## config.mk

```make
export PLATFORM = sky130hd
export DESIGN_NAME = recovery_loader_flat
export DESIGN_NICKNAME = d
export VERILOG_FILES = /design/src/rtl/recovery_loader_if.sv /design/src/rtl/recovery_loader.sv /design/src/flat_wrapper.sv
export SDC_FILE = /design/constraint.sdc
export NUM_CORES = 1
export LEC_CHECK = 0
export CORE_MARGIN = 2
export CORE_UTILIZATION = 45
export CTS_BUF_LIST = sky130_fd_sc_hd__clkbuf_2
export DETAILED_ROUTE_END_ITERATION = 8
export GPL_ROUTABILITY_DRIVEN = 0
export GPL_TIMING_DRIVEN = 1
export PLACE_DENSITY_LB_ADDON = 0.2
export SLEW_MARGIN = 40
export SYNTH_ARGS = -nofsm -noshare
export SYNTH_HDL_FRONTEND = slang
export SYNTH_SLANG_ARGS = --single-unit
```

## constraint.sdc

```tcl
create_clock -name clk -period 2.6 [get_ports clk]
set_clock_uncertainty 0.15 [all_clocks]
set_input_delay 0.65 -clock clk [delete_from_list [all_inputs] [get_ports clk]]
set_output_delay 0.65 -clock clk [all_outputs]
set_load 0.02 [all_outputs]
```

## src/rtl/recovery_loader_if.sv

```systemverilog
// Byte-stream input and memory-bus signals of the recovery loader.
// master = loader side, slave = stream source plus memory responder.
interface recovery_loader_if;
  logic        in_valid;
  logic [7:0]  in_data;
  logic        in_ready;
  logic        mem_valid;
  logic        mem_ready;
  logic [31:0] mem_addr;
  logic [31:0] mem_wdata;
  logic [3:0]  mem_wstrb;
  logic [31:0] mem_rdata;

  modport master (
    input  in_valid, in_data, mem_ready, mem_rdata,
    output in_ready, mem_valid, mem_addr, mem_wdata, mem_wstrb
  );

  modport slave (
    output in_valid, in_data, mem_ready, mem_rdata,
    input  in_ready, mem_valid, mem_addr, mem_wdata, mem_wstrb
  );
endinterface

```

## src/rtl/recovery_loader.sv

```systemverilog
// Parses MAGIC/addr/len/payload frames from a byte stream and writes them to memory
// as word-aligned strobed writes. Define LOADER_VERIFY_EN to read back and compare each word.
module recovery_loader #(
  parameter logic [7:0]  MAGIC   = 8'hA5,
  parameter int unsigned TIMEOUT = 1024
) (
  input  logic              clk,
  input  logic              rst_n,
  recovery_loader_if.master bus,
  output logic              busy,
  output logic              done,
  output logic              err
);

  typedef enum logic [2:0] {
    S_IDLE, S_HDR, S_DATA, S_WRITE, S_VERIFY, S_DONE, S_ERR
  } state_t;

  state_t      state_q, state_d;
  logic [2:0]  hdr_cnt_q, hdr_cnt_d;
  logic [31:0] addr_q, addr_d;
  logic [31:0] len_q, len_d;
  logic [29:0] buf_word_q, buf_word_d;
  logic [31:0] buf_data_q, buf_data_d;
  logic [3:0]  buf_strb_q, buf_strb_d;
  logic [31:0] tmo_q, tmo_d;
  logic        in_ready_q, in_ready_d;
  logic        mem_valid_q, mem_valid_d;
  logic [31:0] mem_addr_q, mem_addr_d;
  logic [31:0] mem_wdata_q, mem_wdata_d;
  logic [3:0]  mem_wstrb_q, mem_wstrb_d;
  logic        busy_q, busy_d;
  logic        done_q, done_d;
  logic        err_q, err_d;

  logic        accept;
  logic        word_done;
  logic [1:0]  lane;

  assign accept = bus.in_valid && in_ready_q;
  assign lane   = addr_q[1:0];

`ifdef LOADER_VERIFY_EN
  logic [31:0] lane_mask;
  logic        rd_mismatch;

  always_comb begin
    lane_mask = '0;
    for (int unsigned i = 0; i < 4; i++) begin
      lane_mask[8*i +: 8] = {8{buf_strb_q[i]}};
    end
    rd_mismatch = |((bus.mem_rdata ^ buf_data_q) & lane_mask);
  end
`else
  logic rdata_unused;
  assign rdata_unused = ^bus.mem_rdata;
`endif

  always_comb begin
    state_d     = state_q;
    hdr_cnt_d   = hdr_cnt_q;
    addr_d      = addr_q;
    len_d       = len_q;
    buf_word_d  = buf_word_q;
    buf_data_d  = buf_data_q;
    buf_strb_d  = buf_strb_q;
    tmo_d       = tmo_q;
    in_ready_d  = in_ready_q;
    mem_valid_d = mem_valid_q;
    mem_addr_d  = mem_addr_q;
    mem_wdata_d = mem_wdata_q;
    mem_wstrb_d = mem_wstrb_q;
    err_d       = err_q;
    done_d      = 1'b0;
    word_done   = 1'b0;

    case (state_q)
      S_IDLE: begin
        in_ready_d = 1'b1;
        if (accept && bus.in_data == MAGIC) begin
          state_d    = S_HDR;
          err_d      = 1'b0;
          hdr_cnt_d  = '0;
          buf_data_d = '0;
          buf_strb_d = '0;
        end
      end

      S_HDR: begin
        if (accept) begin
          hdr_cnt_d = hdr_cnt_q + 3'd1;
          // Little-endian: shift each byte in from the top
          if (!hdr_cnt_q[2]) addr_d = {bus.in_data, addr_q[31:8]};
          else               len_d  = {bus.in_data, len_q[31:8]};
          if (hdr_cnt_q == 3'd7) begin
            if ({bus.in_data, len_q[31:8]} == '0) begin
              state_d    = S_DONE;
              done_d     = 1'b1;
              in_ready_d = 1'b0;
            end else begin
              state_d = S_DATA;
            end
          end
        end
      end

      S_DATA: begin
        if (accept) begin
          buf_data_d[{lane, 3'b000} +: 8] = bus.in_data;
          buf_strb_d[lane]                = 1'b1;
          buf_word_d                      = addr_q[31:2];
          addr_d                          = addr_q + 32'd1;
          len_d                           = len_q - 32'd1;
          if (lane == 2'd3 || len_q == 32'd1) begin
            state_d    = S_WRITE;
            in_ready_d = 1'b0;
          end
        end
      end

      S_WRITE: begin
        if (!mem_valid_q) begin
          mem_valid_d = 1'b1;
          mem_addr_d  = {buf_word_q, 2'b00};
          mem_wdata_d = buf_data_q;
          mem_wstrb_d = buf_strb_q;
          tmo_d       = '0;
        end else if (bus.mem_ready) begin
          mem_valid_d = 1'b0;
`ifdef LOADER_VERIFY_EN
          state_d = S_VERIFY;
`else
          word_done = 1'b1;
`endif
        end else if (tmo_q == TIMEOUT - 1) begin
          mem_valid_d = 1'b0;
          state_d     = S_ERR;
          err_d       = 1'b1;
        end else begin
          tmo_d = tmo_q + 32'd1;
        end
      end

`ifdef LOADER_VERIFY_EN
      S_VERIFY: begin
        if (!mem_valid_q) begin
          mem_valid_d = 1'b1;
          mem_wstrb_d = '0;
          tmo_d       = '0;
        end else if (bus.mem_ready) begin
          mem_valid_d = 1'b0;
          if (rd_mismatch) begin
            state_d = S_ERR;
            err_d   = 1'b1;
          end else begin
            word_done = 1'b1;
          end
        end else if (tmo_q == TIMEOUT - 1) begin
          mem_valid_d = 1'b0;
          state_d     = S_ERR;
          err_d       = 1'b1;
        end else begin
          tmo_d = tmo_q + 32'd1;
        end
      end
`endif

      S_DONE: begin
        state_d    = S_IDLE;
        in_ready_d = 1'b1;
      end

      S_ERR: begin
        state_d    = S_IDLE;
        in_ready_d = 1'b1;
      end

      default: begin
        state_d     = S_IDLE;
        in_ready_d  = 1'b1;
        mem_valid_d = 1'b0;
      end
    endcase

    // Shared completion path for a finished (and, if enabled, verified) word
    if (word_done) begin
      buf_data_d = '0;
      buf_strb_d = '0;
      if (len_q == '0) begin
        state_d = S_DONE;
        done_d  = 1'b1;
      end else begin
        state_d    = S_DATA;
        in_ready_d = 1'b1;
      end
    end

    busy_d = (state_d != S_IDLE);
  end

  always_ff @(posedge clk or negedge rst_n) begin
    if (!rst_n) begin
      state_q     <= S_IDLE;
      hdr_cnt_q   <= '0;
      addr_q      <= '0;
      len_q       <= '0;
      buf_word_q  <= '0;
      buf_data_q  <= '0;
      buf_strb_q  <= '0;
      tmo_q       <= '0;
      in_ready_q  <= 1'b0;
      mem_valid_q <= 1'b0;
      mem_addr_q  <= '0;
      mem_wdata_q <= '0;
      mem_wstrb_q <= '0;
      busy_q      <= 1'b0;
      done_q      <= 1'b0;
      err_q       <= 1'b0;
    end else begin
      state_q     <= state_d;
      hdr_cnt_q   <= hdr_cnt_d;
      addr_q      <= addr_d;
      len_q       <= len_d;
      buf_word_q  <= buf_word_d;
      buf_data_q  <= buf_data_d;
      buf_strb_q  <= buf_strb_d;
      tmo_q       <= tmo_d;
      in_ready_q  <= in_ready_d;
      mem_valid_q <= mem_valid_d;
      mem_addr_q  <= mem_addr_d;
      mem_wdata_q <= mem_wdata_d;
      mem_wstrb_q <= mem_wstrb_d;
      busy_q      <= busy_d;
      done_q      <= done_d;
      err_q       <= err_d;
    end
  end

  assign bus.in_ready  = in_ready_q;
  assign bus.mem_valid = mem_valid_q;
  assign bus.mem_addr  = mem_addr_q;
  assign bus.mem_wdata = mem_wdata_q;
  assign bus.mem_wstrb = mem_wstrb_q;
  assign busy          = busy_q;
  assign done          = done_q;
  assign err           = err_q;

endmodule

```

## src/flat_wrapper.sv

```systemverilog
// flat-port wrapper written by rule: the top's interface ports become plain ports
module recovery_loader_flat 
#(
  parameter logic [7:0]  MAGIC   = 8'hA5,
  parameter int unsigned TIMEOUT = 1024
)
  (clk, rst_n, busy, done, err, bus_in_valid, bus_in_data, bus_mem_ready, bus_mem_rdata, bus_in_ready, bus_mem_valid, bus_mem_addr, bus_mem_wdata, bus_mem_wstrb);
  recovery_loader_if bus_i ();
  input  logic clk;
  input  logic rst_n;
  output logic busy;
  output logic done;
  output logic err;
  input wire logic [$bits(bus_i.in_valid)-1:0] bus_in_valid;
  input wire logic [$bits(bus_i.in_data)-1:0] bus_in_data;
  input wire logic [$bits(bus_i.mem_ready)-1:0] bus_mem_ready;
  input wire logic [$bits(bus_i.mem_rdata)-1:0] bus_mem_rdata;
  output wire logic [$bits(bus_i.in_ready)-1:0] bus_in_ready;
  output wire logic [$bits(bus_i.mem_valid)-1:0] bus_mem_valid;
  output wire logic [$bits(bus_i.mem_addr)-1:0] bus_mem_addr;
  output wire logic [$bits(bus_i.mem_wdata)-1:0] bus_mem_wdata;
  output wire logic [$bits(bus_i.mem_wstrb)-1:0] bus_mem_wstrb;
  assign bus_i.in_valid = bus_in_valid;
  assign bus_i.in_data = bus_in_data;
  assign bus_i.mem_ready = bus_mem_ready;
  assign bus_i.mem_rdata = bus_mem_rdata;
  assign bus_in_ready = bus_i.in_ready;
  assign bus_mem_valid = bus_i.mem_valid;
  assign bus_mem_addr = bus_i.mem_addr;
  assign bus_mem_wdata = bus_i.mem_wdata;
  assign bus_mem_wstrb = bus_i.mem_wstrb;
  recovery_loader #(.MAGIC(MAGIC), .TIMEOUT(TIMEOUT)) u_core (.clk(clk), .rst_n(rst_n), .bus(bus_i), .busy(busy), .done(done), .err(err));
endmodule
```

==> flow_metrics.env <==
export IMPL_fp_row_count=59
export IMPL_dieArea_sq_um=27400
export IMPL_clkLatencyLatePin_ps=850
export IMPL_async_reset_ff_share_pct=100
export IMPL_cp_arrival_ps=1700
export IMPL_seq_area_sq_um=5980
export IMPL_wl_met2_um=14200
export IMPL_crit_path_start_kind="flip-flop"
export IMPL_cts_setup_buffers=0
export IMPL_drv_cap=0
export IMPL_synth_cells=1294
export IMPL_cts_tree="done"
export IMPL_drt_first_pass_iters=5
export IMPL_status="completed"
export IMPL_grt_pass1_wl_um=52000
export IMPL_ys_flop_type="dfrtp_1"
export IMPL_tightest_slew_ps=665
export IMPL_power_total_uw=14400
export IMPL_hpwl_um=21000
export IMPL_syn2layout_area_growth_pct=18.7
export IMPL_cts_buffers_inserted=61
export IMPL_antenna_found_initial=1
export IMPL_synth_seq_cells=239
export IMPL_crit_path_max_fanout=8
export IMPL_power_static_leakage_uw=0.00636
export IMPL_timing_final_crit_share_pct=96.3
export IMPL_routed_wl_um=31000
export IMPL_relSlewSlack_pct=55.4
export IMPL_ys_warn_count=0
export IMPL_start_util_pct=45.5
export IMPL_fin_nets=1501
export IMPL_ios=117
export IMPL_drt_vias_per_instance=5.63
export IMPL_routedWlPerCell_um=17.0
export IMPL_reg2reg_depth=6
export IMPL_drive_gt1_share_pct=16.2
export IMPL_fillers=2493
export IMPL_rrSetupSlack_ps=190
export IMPL_hold_viol=0
export IMPL_clockBufferDepth=3
export IMPL_synth_edf_count=0
export IMPL_slew_violations=0
export IMPL_grt_use_total_pct=22.7
export IMPL_r2r_start="u_core.state_q[0]"
export IMPL_die_height_um=166
export IMPL_ant_nets=0
export IMPL_grt_pass1_vias=10200
export IMPL_grt_overflow_total=0
export IMPL_drtIter0Drc=776
export IMPL_critPathCaptureType="output port"
export IMPL_period_needed_ps=2500
export IMPL_die_width_um=166
export IMPL_cts_num_sinks=239
export IMPL_seq_area_frac_synth_pct=50.9
export IMPL_place_ws_ps=-478
export IMPL_worst_ep_required_time_ps=1800
export IMPL_syn_avg_cell_area_sq_um=9.09
export IMPL_cts_root_buf="clkbuf_2"
export IMPL_fmax_ghz=0.399
export IMPL_hold_path_class="primary input to async pin"
export IMPL_setup_violations=0
export IMPL_route_met3_wl_um=1640
export IMPL_syn_cell_area_sq_um=11800
export IMPL_crit_type="flip-flop to output port"
export IMPL_max_vdd_ir_drop_mv=0.501
export IMPL_cts_clk_slew_worst_paths_ps=120
export IMPL_synth_cell_types=71
export IMPL_h_tree_depth=2
export IMPL_routed_top_layer="met4"
export IMPL_setup_ws_ps=95.4
export IMPL_core_sq_um=25800
export IMPL_drc=0
export IMPL_grt_max_degree=67
export IMPL_wl_met1_um=14300
export IMPL_power_density_nw_per_um2=1030
export IMPL_rsz0062_at_grt="no"
export IMPL_num_vias=10300
export IMPL_multi_input_area_sq_um=5420
export IMPL_io_buffers=82
export IMPL_r2r_end="u_core.buf_data_q[30]"
==> layer usage <==
| layer | vias up | track usage (%) |
|---|---|---|
| met2 | 294 | 36.0 |
| met4 | 0 | 8.20 |
| met3 | 74 | 4.11 |
| li1 | 4954 | - |
| met5 | - | 0 |
| met1 | 4977 | 31.4 |
==> metrics by stage <==
step	TNS, ps	instances	hold slack [ps]	area, sq um	utilization [%]
2_1_floorplan	0	1295	204	11800	-
3_3_place_gp	-21380	1718	300	13400	52.1
3_5_place_dp	-22660	1718	302	13400	52.1
4_1_cts	0	1829	102	13900	53.9
5_1_grt	0	1830	139	14000	54.0
6_report	0	1830	169	14000	54.0
==> power breakdown <==
group	switching [uW]	total (uW)	internal, uW
registers	1210	6200	4990
logic	3430	5710	2280
clock network	1530	2530	991
total	6170	14400	8260
==> cells in the mapped netlist, drive strengths merged (3+ instances only) <==
library cell / count / area (sq um)
buf: 27 / 158
o21ai: 86 / 430
nand4: 19 / 119
o31ai: 12 / 95.1
a2bb2oi: 8 / 70.1
a41oi: 8 / 70.1
a31oi: 18 / 113
inv: 14 / 52.6
dfrtp: 239 / 5980
o41ai: 5 / 43.8
o22ai: 8 / 50.1
and4: 9 / 78.8
nand3b: 3 / 22.5
clkbuf: 56 / 210
o211ai: 3 / 22.5
o21a: 10 / 75.1
a21o: 3 / 22.5
nor3: 28 / 155
nor4: 24 / 218
a21oi: 94 / 470
a311o: 3 / 30.0
nand2: 327 / 1230
o2bb2ai: 4 / 35.0
ha: 10 / 125
mux2: 30 / 338
nand3: 28 / 163
nor2: 77 / 289
mux2i: 4 / 40.0
or2: 4 / 25.0
a211oi: 6 / 60.1
o22a: 19 / 166
or4: 11 / 82.6
a311oi: 3 / 26.3
nor3b: 3 / 27.5
o32ai: 3 / 26.3
nand2b: 10 / 62.6
and2: 7 / 43.8
or3: 25 / 156
and3: 14 / 87.6
xor2: 3 / 26.3
==> worst max-delay path by stage <==
stage | from | to | cells after the start
2_1_floorplan | bus_in_data[5] | u_core.buf_data_q[22] | 7
3_3_place_gp | bus_in_data[0] | u_core.buf_data_q[11] | 6
3_5_place_dp | bus_in_data[0] | u_core.buf_data_q[0] | 6
4_1_cts | u_core.bus.mem_valid | bus_mem_valid | 2
5_1_grt | u_core.bus.mem_valid | bus_mem_valid | 2
6_report | u_core.bus.mem_valid | bus_mem_valid | 2
==> kinds of logic (layout without fill, tap and decap cells) <==
group | after synthesis | after routing | share of synthesized area, %
XOR/XNOR | 3 | 3 | 0.224
adder cells (fa/ha/maj) | 10 | 10 | 1.06
buffers and inverters | 97 | 296 | 3.58
AND/OR/NAND/NOR | 599 | 599 | 24.3
flip-flops | 239 | 239 | 50.9
multiplexers | 34 | 34 | 3.21
AO/OA/AOI/OAI | 311 | 311 | 16.8
other | 1 | 3 | 0.0319
==> worst max-delay path: stages (launching register included) <==
cell and delay, ps:
dfrtp_1 380, buf_4 190, clkdlybuf4s15_1 320
==> cell type report <==
cell class | instances | share of cell area (%)
timing repair buffer | 172 | 11.0
multi-input combinational | 959 | 38.9
antenna | 1 | 0.0179
tap | 335 | 3.00
clock buffer | 86 | 3.08
sequential | 239 | 42.8
clock inverter | 24 | 0.843
inverter | 14 | 0.376
==> sequential cells by signal, indices dropped and copies added, names as in the netlist <==
signal / count
u_core.addr_q: 32
u_core.buf_data_q: 32
u_core.buf_strb_q: 4
u_core.buf_word_q: 30
u_core.bus.in_ready: 1
u_core.bus.mem_addr: 30
u_core.bus.mem_valid: 1
u_core.bus.mem_wdata: 32
u_core.bus.mem_wstrb: 4
u_core.busy: 1
u_core.done: 1
u_core.err: 1
u_core.hdr_cnt_q: 3
u_core.len_q: 32
u_core.state_q: 3
u_core.tmo_q: 32
==> cells in the final DEF (no fill, tap or decap), types with 14 or more instances in the layout <==
master and instances:
nand2_1 327, dfrtp_1 239, a21oi_1 93, clkbuf_2 86, buf_4 79, nor2_1 75
dlygate4sd2_1 70, o21ai_0 52, o21ai_1 34, mux2_2 30, nor3_1 25, nand3_1 25
or3_1 25, clkinv_1 22, nand4_1 19, o22a_1 19, a31oi_1 18, nor4_1 16
inv_1 14, and3_1 14
==> repair_timing <==
action                                  in CTS  in global routing
endpoints found under the setup margin      71                 22
hold buffers                                 1                  0
resized for setup                           72                  3
endpoints found under the hold margin      239                  0
pin swaps                                    0                  0
Note: power is estimated with default switching activity, not from simulation.
